File: config.mk
export PLATFORM = sky130hd
export DESIGN_NAME = branch_hazard_sb
export DESIGN_NICKNAME = d
export VERILOG_FILES = /design/src/rtl/branch_hazard_sb.sv
export SDC_FILE = /design/constraint.sdc
export NUM_CORES = 1
export LEC_CHECK = 0
export BUFFER_PORTS_ARGS = -buffer_cell sky130_fd_sc_hd__buf_4
export CORE_UTILIZATION = 57
export CTS_CLUSTER_SIZE = 30
export DETAILED_ROUTE_END_ITERATION = 7
export MAX_ROUTING_LAYER = met4
export PLACE_DENSITY = 0.84
export SYNTH_ARGS = -nofsm -noshare
export SYNTH_HDL_FRONTEND = slang
export SYNTH_SLANG_ARGS = --single-unit
File: constraint.sdc
create_clock -name clk_i -period 2.18 [get_ports clk_i]
set_input_delay 0 -clock clk_i [delete_from_list [all_inputs] [get_ports clk_i]]
set_output_delay 0 -clock clk_i [all_outputs]
set_load 0.03 [all_outputs]
File: src/rtl/branch_hazard_sb.sv
// ---------------------------------------------------------------------------
// branch_hazard_sb
//   ID-stage branch/jump hazard unit with a load scoreboard.
//   A branch or jr/jalr in ID that reads a register still being produced by
//   EX, by a load sitting in MEM, or by a load that has left MEM but whose
//   data is not yet forwardable, raises branchbubble_o. That output holds
//   PC/IF-ID and inserts a bubble into ID-EX in the same cycle.
//
//   Loads leaving MEM (mem_adv_i) are tracked for LOAD_LAT-1 cycles in
//   SB_DEPTH entries. If every entry is busy and none retires this cycle,
//   the allocating load raises branchbubble_o and retries on the next cycle.
//   No load is ever dropped.
//
// Parameters
//   RA_W      register address width (r0 is never a hazard)
//   SB_DEPTH  scoreboard entries (1..8)
//   LOAD_LAT  load-to-forwardable latency (1..15); 1 disables tracking
//
// Ports
//   clk_i, rst_i            clock, synchronous active-high reset
//   id_rs_i, id_rt_i        ID source registers
//   id_branch_beq_i/bne_i   two-operand branches (rs, rt)
//   id_bgez/bgtz/blez/bltz  one-operand branches (rs)
//   id_jalr_i               jr/jalr (rs). id_jal_i never stalls.
//   ex_regWr_i, ex_rw_i     EX writeback enable and destination
//   mem_memtoreg_i,mem_rw_i load in MEM and its destination
//   mem_adv_i               MEM advances, so the load leaves MEM
//   branchbubble_o          combinational stall request
//   sb_full_o, sb_count_o   registered scoreboard occupancy
//
// Optional feature (macro BRANCH_HAZARD_STATS_EN)
//   Adds stall_cycles_o and sb_full_cycles_o. Both are saturating 32-bit
//   counters and are cleared by rst_i.
// ---------------------------------------------------------------------------
module branch_hazard_sb #(
    parameter int RA_W     = 5,
    parameter int SB_DEPTH = 2,
    parameter int LOAD_LAT = 3
) (
    input  logic                              clk_i,
    input  logic                              rst_i,
    input  logic [RA_W-1:0]                   id_rs_i,
    input  logic [RA_W-1:0]                   id_rt_i,
    input  logic                              id_branch_beq_i,
    input  logic                              id_branch_bne_i,
    input  logic                              id_bgez_i,
    input  logic                              id_bgtz_i,
    input  logic                              id_blez_i,
    input  logic                              id_bltz_i,
    input  logic                              id_jalr_i,
    input  logic                              id_jal_i,
    input  logic                              ex_regWr_i,
    input  logic [RA_W-1:0]                   ex_rw_i,
    input  logic                              mem_memtoreg_i,
    input  logic [RA_W-1:0]                   mem_rw_i,
    input  logic                              mem_adv_i,
    output logic                              branchbubble_o,
    output logic                              sb_full_o,
    output logic [$clog2(SB_DEPTH+1)-1:0]     sb_count_o
`ifdef BRANCH_HAZARD_STATS_EN
   ,output logic [31:0]                       stall_cycles_o,
    output logic [31:0]                       sb_full_cycles_o
`endif
);

    localparam int       CNT_W    = $clog2(SB_DEPTH+1);
    localparam logic     TRACK    = (LOAD_LAT > 1);
    localparam logic [3:0] LAT_INIT = 4'(LOAD_LAT - 1);

    // jal writes r31 but reads nothing, so it can never stall.
    logic unused_jal;
    assign unused_jal = id_jal_i;

    logic [SB_DEPTH-1:0]           vld_q, vld_d;
    logic [SB_DEPTH-1:0][RA_W-1:0] reg_q, reg_d;
    logic [SB_DEPTH-1:0][3:0]      cnt_q, cnt_d;
    logic [CNT_W-1:0]              count_q, count_d;
    logic                          full_q;

    logic alloc_req, alloc_done, sb_stall;
    logic two_op, one_op, need_rs, need_rt;
    logic sb_hit_rs, sb_hit_rt, hz_rs, hz_rt;

    // ---------------- scoreboard next state ----------------
    always_comb begin
        vld_d      = vld_q;
        reg_d      = reg_q;
        cnt_d      = cnt_q;
        alloc_done = 1'b0;
        count_d    = '0;
        alloc_req  = TRACK && mem_adv_i && mem_memtoreg_i && (mem_rw_i != '0);

        // Age every live entry. An entry at cnt==1 has finished its last
        // cycle, so its slot is free for an allocation on this same edge.
        for (int i = 0; i < SB_DEPTH; i++) begin
            if (vld_q[i]) begin
                cnt_d[i] = cnt_q[i] - 4'd1;
                if (cnt_q[i] == 4'd1) vld_d[i] = 1'b0;
            end
        end

        // The lowest-index free slot (after retirement) takes the load.
        for (int i = 0; i < SB_DEPTH; i++) begin
            if (alloc_req && !vld_d[i] && !alloc_done) begin
                vld_d[i]   = 1'b1;
                reg_d[i]   = mem_rw_i;
                cnt_d[i]   = LAT_INIT;
                alloc_done = 1'b1;
            end
        end

        sb_stall = alloc_req && !alloc_done;

        for (int i = 0; i < SB_DEPTH; i++)
            count_d = count_d + CNT_W'(vld_d[i]);
    end

    // ---------------- hazard detect ----------------
    always_comb begin
        two_op  = id_branch_beq_i | id_branch_bne_i;
        one_op  = id_bgez_i | id_bgtz_i | id_blez_i | id_bltz_i;
        // jalr has priority and reads only rs, even if a branch bit is also set.
        need_rs = id_jalr_i | two_op | one_op;
        need_rt = !id_jalr_i && two_op;

        sb_hit_rs = 1'b0;
        sb_hit_rt = 1'b0;
        for (int i = 0; i < SB_DEPTH; i++) begin
            sb_hit_rs = sb_hit_rs | (vld_q[i] && (reg_q[i] == id_rs_i));
            sb_hit_rt = sb_hit_rt | (vld_q[i] && (reg_q[i] == id_rt_i));
        end

        hz_rs = (id_rs_i != '0) &&
                ((ex_regWr_i && (ex_rw_i == id_rs_i)) ||
                 (mem_memtoreg_i && (mem_rw_i == id_rs_i)) || sb_hit_rs);
        hz_rt = (id_rt_i != '0) &&
                ((ex_regWr_i && (ex_rw_i == id_rt_i)) ||
                 (mem_memtoreg_i && (mem_rw_i == id_rt_i)) || sb_hit_rt);

        // A load that cannot be allocated holds ID until a slot frees up.
        branchbubble_o = (need_rs && hz_rs) || (need_rt && hz_rt) || sb_stall;
    end

    // ---------------- state ----------------
    always_ff @(posedge clk_i) begin
        if (rst_i) begin
            vld_q   <= '0;
            reg_q   <= '0;
            cnt_q   <= '0;
            count_q <= '0;
            full_q  <= 1'b0;
        end else begin
            vld_q   <= vld_d;
            reg_q   <= reg_d;
            cnt_q   <= cnt_d;
            count_q <= count_d;
            full_q  <= &vld_d;
        end
    end

    assign sb_full_o  = full_q;
    assign sb_count_o = count_q;

`ifdef BRANCH_HAZARD_STATS_EN
    logic [31:0] stall_q, sfull_q;

    always_ff @(posedge clk_i) begin
        if (rst_i) begin
            stall_q <= '0;
            sfull_q <= '0;
        end else begin
            if (branchbubble_o && (stall_q != 32'hFFFF_FFFF)) stall_q <= stall_q + 32'd1;
            if (full_q && (sfull_q != 32'hFFFF_FFFF))         sfull_q <= sfull_q + 32'd1;
        end
    end

    assign stall_cycles_o   = stall_q;
    assign sb_full_cycles_o = sfull_q;
`endif

endmodule

**Word level (Yosys, flattened, before mapping)**

Index checks and enable logic that the tools add are counted.

- Register bits after elaboration: 23
- Latch bits: 0
- Memory bits (writable): 0
- Bits in read-only memories: 0
- Bits of input ports: 33
- Output and inout bits: 4
- Logic and storage cells: 80
- Memories kept: 0

- Add/sub/neg operators: 3
- Multipliers: 0
- Divide/modulo/power cells: 0
- Magnitude comparators: 0
- Eq/ne operators: 10
- Shifts and indexed selects: 0
- Mux-type cells: 12
- Bitwise operators: 8
- Reductions and logical operators: 38

Operators with widths:

| kind | number |
|---|---|
| $eq A5 B5 Y1 | 8 |
| $logic_and A1 B1 Y1 | 19 |
| $reduce_bool A5 Y1 | 3 |
| $eq A4 B1 Y1 const B | 2 |
| $mux W1 | 8 |
| $mux W2 | 4 |
| $or A1 B1 Y1 | 8 |
| $sub A4 B1 Y4 const B | 2 |
| $logic_or A1 B1 Y1 | 6 |
| $logic_not A1 Y1 | 5 |
| $reduce_bool A2 Y1 | 2 |
| $reduce_or A2 Y1 | 2 |
| $add A1 B1 Y2 | 1 |
| $reduce_and A2 Y1 | 1 |

**Longest topological paths before layout**

- Depth after elaboration: 12
- Mapped depth: 7
- Depth with buffers taken out: 7

**Least setup slack after synthesis**

OpenSTA, ideal clock, no wires.

- Path type: register to register
- Start: register cnt_q[1] (netlist name)
- End: register reg_q[5] (netlist name)
- Setup time: 0.128 ns
- Arrival time: 1.362 ns
- Data required time: 2.052 ns
- Path slack: 0.690 ns
- Stages on the path, launching flop included: 8
- Buffers on the path: 0
- Period minus slack after synthesis: 1.490 ns
- Path through: dfxtp_1 inv_1 ha_1 a21boi_4 nand2_4 a21oi_4 mux2i_1 nor2_1

- Word-level cells in the longest chain between the ends: 8

Ends and longest elaborated chain:

| element | RTL line | source |
|---|---|---|
| from (decl) | 76 | `logic [SB_DEPTH-1:0][3:0] cnt_q, cnt_d;` |
| from (signal assigned) | 155 | `cnt_q <= cnt_d;` |
| $eq A4 B1 Y1 | 98 | `if (cnt_q[i] == 4'd1) vld_d[i] = 1'b0;` |
| $mux W1 | 98 |  |
| $mux W1 | 96 | `if (vld_q[i]) begin` |
| $logic_not A1 Y1 | 104 | `if (alloc_req && !vld_d[i] && !alloc_done) begin` |
| $logic_and A1 B1 Y1 | 104 |  |
| $mux W1 | 104 |  |
| $logic_not A1 Y1 | 104 |  |
| $logic_and A1 B1 Y1 | 104 |  |
| to (signal assigned) | 154 | `reg_q <= reg_d;` |
| to (decl) | 75 | `logic [SB_DEPTH-1:0][RA_W-1:0] reg_q, reg_d;` |

No other way between the ends.
A chain may end at the register's enable or synchronous reset.

**Worst setup path in the final report**

- Start: input mem_rw_i[1]
- End: output branchbubble_o

- Word-level cells in the longest chain between the ends: 10
- Elaborated cells between the ends (all ways): 24
- Those cells by class: 2 x eq/ne; 2 x mux; 20 x reduce/logical

Ends and longest elaborated chain:

| element | RTL line | source |
|---|---|---|
| from (decl) | 55 | `input logic [RA_W-1:0] mem_rw_i,` |
| $reduce_bool A5 Y1 | 91 | `alloc_req = TRACK && mem_adv_i && mem_memtoreg_i && (mem_rw_i != '0);` |
| $logic_and A1 B1 Y1 | 91 |  |
| $logic_and A1 B1 Y1 | 104 |  |
| $mux W1 | 104 |  |
| $logic_not A1 Y1 | 104 |  |
| $logic_and A1 B1 Y1 | 104 |  |
| $mux W1 | 104 |  |
| $logic_not A1 Y1 | 112 | `sb_stall = alloc_req && !alloc_done;` |
| $logic_and A1 B1 Y1 | 112 |  |
| $logic_or A1 B1 Y1 (*) | 141 | `branchbubble_o = (need_rs && hz_rs) \|\| (need_rt && hz_rt) \|\| sb_stall;` |
| to (decl) | 57 | `output logic branchbubble_o,` |

Mark *: on every way between the ends. The rest lies on a longest branch, timed or not.

==> flow_metrics.env <==
export IMPL_yosysMostFrequentCell="sky130_fd_sc_hd__xor2_1"
export IMPL_root_buffer="sky130_fd_sc_hd__clkbuf_4"
export IMPL_place_port_buffers=35
export IMPL_layout_cells_non_filler=237
export IMPL_yosys_top_cells_area="sky130_fd_sc_hd__dfxtp_1, sky130_fd_sc_hd__xor2_1, sky130_fd_sc_hd__xnor2_1, sky130_fd_sc_hd__nand2_1, sky130_fd_sc_hd__ha_1"
export IMPL_globalRoute_totalOverflow=0
export IMPL_async_flop_share_pct=0
export IMPL_grt_first_pass_wirelength_microns=5060
export IMPL_vias_per_cell=5.50
export IMPL_finalWorstSetupSlack_ns=0.182
export IMPL_vdd_ir_drop_max_uv=450
export IMPL_crit_path_start_kind="input pin"
export IMPL_slew_headroom_pct=75.5
export IMPL_synth_warnings=0
export IMPL_fmax_mhz=501
export IMPL_launch_point_of_the_worst_hold_path="rst_i"
export IMPL_setup_worst_path_class="in -> out"
export IMPL_grt_max_degree=23
export IMPL_drcViolationCount=0
export IMPL_post_synthesis_register_bit_count=22
export IMPL_timing_clock_skew_ns=0.00400
export IMPL_clock_tree_buffer_depth=2
export IMPL_die_width_microns=53.9
export IMPL_cts_tree="built"
export IMPL_io_pins=37
export IMPL_area_taken_by_flip_flops_and_latches_sq_um=440
export IMPL_ys_types=35
export IMPL_detailroute_via_count=1304
export IMPL_timing_rr_start="cnt_q[1]$_SDFFE_PP0P_"
export IMPL_cts_buffers=3
export IMPL_clk_pin_slew_ns=0.11
export IMPL_initialDrtViolationCount=12
export IMPL_final_max_slew_viol_count=0
export IMPL_number_of_antenna_violations_at_the_first_check_in_global_routing=0
export IMPL_die_area_sq_mm=0.00290
export IMPL_area_growth_synth_to_final_pct=19.6
export IMPL_synthDominantAreaCellType="sky130_fd_sc_hd__dfxtp_1"
export IMPL_die_height_microns=53.9
export IMPL_hold_path_class="in -> reg"
export IMPL_syn_area_cell_sq_um=8.52
export IMPL_routed_wl_microns=3450
export IMPL_critPathCaptureType="output pin"
export IMPL_design_final_nets=247
export IMPL_leakage_nw=0.780
export IMPL_seq_total_area_yosys_pct=28.7
export IMPL_crit_reg2reg_capture="reg_q[5]$_SDFFE_PP0P_"
export IMPL_clock_sinks=22
export IMPL_min_delay_path_depth=2
export IMPL_cp_arrival_ns=2.00
export IMPL_clk_latency_ns=0.31
export IMPL_max_cap_viol_count=0
export IMPL_std_cell_rows=18
export IMPL_period_share_pct=91.6
export IMPL_placed_area_sq_mm=0.00176
export IMPL_synth_cells_most_frequent="sky130_fd_sc_hd__xor2_1, sky130_fd_sc_hd__dfxtp_1, sky130_fd_sc_hd__nand2_1"
export IMPL_tightest_slew_ns=0.362
export IMPL_powerDensity_mw_per_mm2=472
export IMPL_syn_cell_area_sq_mm=0.00153
export IMPL_run_status="complete, no violations"
export IMPL_grt_pass1_vias=1208
export IMPL_syn_instance_count=180
export IMPL_initial_utilization_pct=61.3
export IMPL_finalCriticalPeriod_ns=2.00
export IMPL_stdcell_area_sq_mm=0.00183
export IMPL_cts_htree_levels=1
export IMPL_report_final_hold_viol_count=0
export IMPL_synth_edf_count=0
export IMPL_rrSetupSlack_ns=0.53
export IMPL_cts_resized=0
export IMPL_gr_usage_all_layers_pct=25.7
export IMPL_rr_worst_depth=7
export IMPL_fillCellCount=177
export IMPL_core_area_sq_mm=0.00250
export IMPL_final_layout_size_suffix_gt1_share_pct=22.2
export IMPL_synth_top_area_share_pct=28.7
export IMPL_post_route_util_pct=73.3
export IMPL_holdPathEnd="cnt_q[5]$_SDFFE_PP0P_"
export IMPL_dp_slack_ns=0.535
export IMPL_timing_setup_tns_ns=0
export IMPL_cp_max_fo=5
export IMPL_critical_path_required_ns=2.18
export IMPL_routed_wire_length_per_instance_microns=14.6
export IMPL_report_final_setup_viol=0
export IMPL_yosys_most_used_dff="sky130_fd_sc_hd__dfxtp_1"
export IMPL_antenna_diode_count=0
export IMPL_grt_setup_unrepaired="false"
export IMPL_routabilityCongestion=0.823
export IMPL_syn_num_nets=218
export IMPL_multi_input_area_sq_mm=0.00100
export IMPL_drt_first_pass_iters=4
export IMPL_placed_cells=229
export IMPL_dpl_hpwl_microns=2620
export IMPL_antenna_violating_nets_left=0
-- per-stage QoR --
stage                     total power [mW]  hold WS [ns]
after detailed placement             0.688         0.304
after global routing                 0.909        0.0235
final                                0.865        0.0247
after global placement               0.675         0.294
after CTS                            0.873        0.0166
after floorplan                      0.605        0.0716
-- per-layer routing --
| metal | GRT usage [%] | vias to the layer above | wire length [microns] |
|---|---|---|---|
| li1 | - | 653 | - |
| met1 | 26.6 | 598 | 1480 |
| met2 | 46.7 | 47 | 1710 |
| met3 | 5.08 | 6 | 206 |
| met4 | 10.5 | 0 | 56 |
| met5 | - | - | 0 |
-- how the worst max path moves through the flow --
stage	endpoint	cells past startpoint	slack [ns]	from
global placement	sb_count_o[0]$_SDFF_PP0_	6	0.55	mem_rw_i[4]
CTS	branchbubble_o	9	0.22	mem_rw_i[1]
detailed placement	reg_q[5]$_SDFFE_PP0P_	7	0.53	cnt_q[1]$_SDFFE_PP0P_
global route	branchbubble_o	9	0.08	mem_rw_i[1]
finish	branchbubble_o	9	0.18	mem_rw_i[1]
floorplan	reg_q[5]$_SDFFE_PP0P_	7	0.69	cnt_q[1]$_SDFFE_PP0P_
-- cells in the final DEF, fill, tap and decap left out, types with 2 or more instances in the layout --
| cell type | instances |
|---|---|
| sky130_fd_sc_hd__a21oi_1 | 8 |
| sky130_fd_sc_hd__a31oi_1 | 2 |
| sky130_fd_sc_hd__and3_1 | 2 |
| sky130_fd_sc_hd__buf_4 | 35 |
| sky130_fd_sc_hd__clkbuf_4 | 3 |
| sky130_fd_sc_hd__dfxtp_1 | 22 |
| sky130_fd_sc_hd__dlygate4sd3_1 | 5 |
| sky130_fd_sc_hd__ha_1 | 5 |
| sky130_fd_sc_hd__inv_1 | 4 |
| sky130_fd_sc_hd__mux2i_1 | 5 |
| sky130_fd_sc_hd__nand2_1 | 17 |
| sky130_fd_sc_hd__nand3_1 | 4 |
| sky130_fd_sc_hd__nor2_1 | 14 |
| sky130_fd_sc_hd__nor2b_1 | 3 |
| sky130_fd_sc_hd__nor3_1 | 3 |
| sky130_fd_sc_hd__nor3_2 | 3 |
| sky130_fd_sc_hd__nor4_1 | 9 |
| sky130_fd_sc_hd__nor4b_1 | 2 |
| sky130_fd_sc_hd__o211ai_1 | 2 |
| sky130_fd_sc_hd__or4_1 | 2 |
| sky130_fd_sc_hd__xnor2_1 | 12 |
| sky130_fd_sc_hd__xor2_1 | 34 |
-- state kept, by name, indices dropped and copies added (netlist names) --
register / flops
cnt_q: 8
reg_q: 10
sb_count_o: 2
vld_q: 2
-- timing repair --
| action | CTS | global route |
|---|---|---|
| hold buffers | 5 | 0 |
| hold endpoints to repair | 10 | 0 |
| endpoints found under the setup margin | 0 | 0 |
| setup buffers | 0 | 0 |
-- cells by family after synthesis --
family,Yosys count,share of synthesized area [%]
adder cells (fa/ha/maj),5,4.08
buffers and inverters,20,5.71
flip-flops,22,28.7
AND/OR/NAND/NOR,65,22.9
AO/OA/AOI/OAI,17,8.98
multiplexers,5,3.27
XOR/XNOR,46,26.3
-- power breakdown --
part           internal (mW)  switching [mW]
Combinational          0.120           0.124
Clock                 0.0646           0.112
Sequential             0.423          0.0215
Total                  0.607           0.257
-- cell type report --
type,instances,share of cell area [%]
repair buffers,40,17.1
well taps,30,2.05
flip-flops and latches,22,24.0
multi-input cells,138,54.8
clock buffers,3,1.23
inverters,4,0.819
-- critical path, stage by stage --
cell	delay [ns]
sky130_fd_sc_hd__dlygate4sd3_1	0.55
sky130_fd_sc_hd__buf_4	0.17
sky130_fd_sc_hd__xor2_1	0.17
sky130_fd_sc_hd__nor4_1	0.30
sky130_fd_sc_hd__and3_1	0.20
sky130_fd_sc_hd__a31oi_1	0.04
sky130_fd_sc_hd__a211o_1	0.29
sky130_fd_sc_hd__o211ai_1	0.09
sky130_fd_sc_hd__buf_4	0.19
Power figures use the tool's default switching activity.
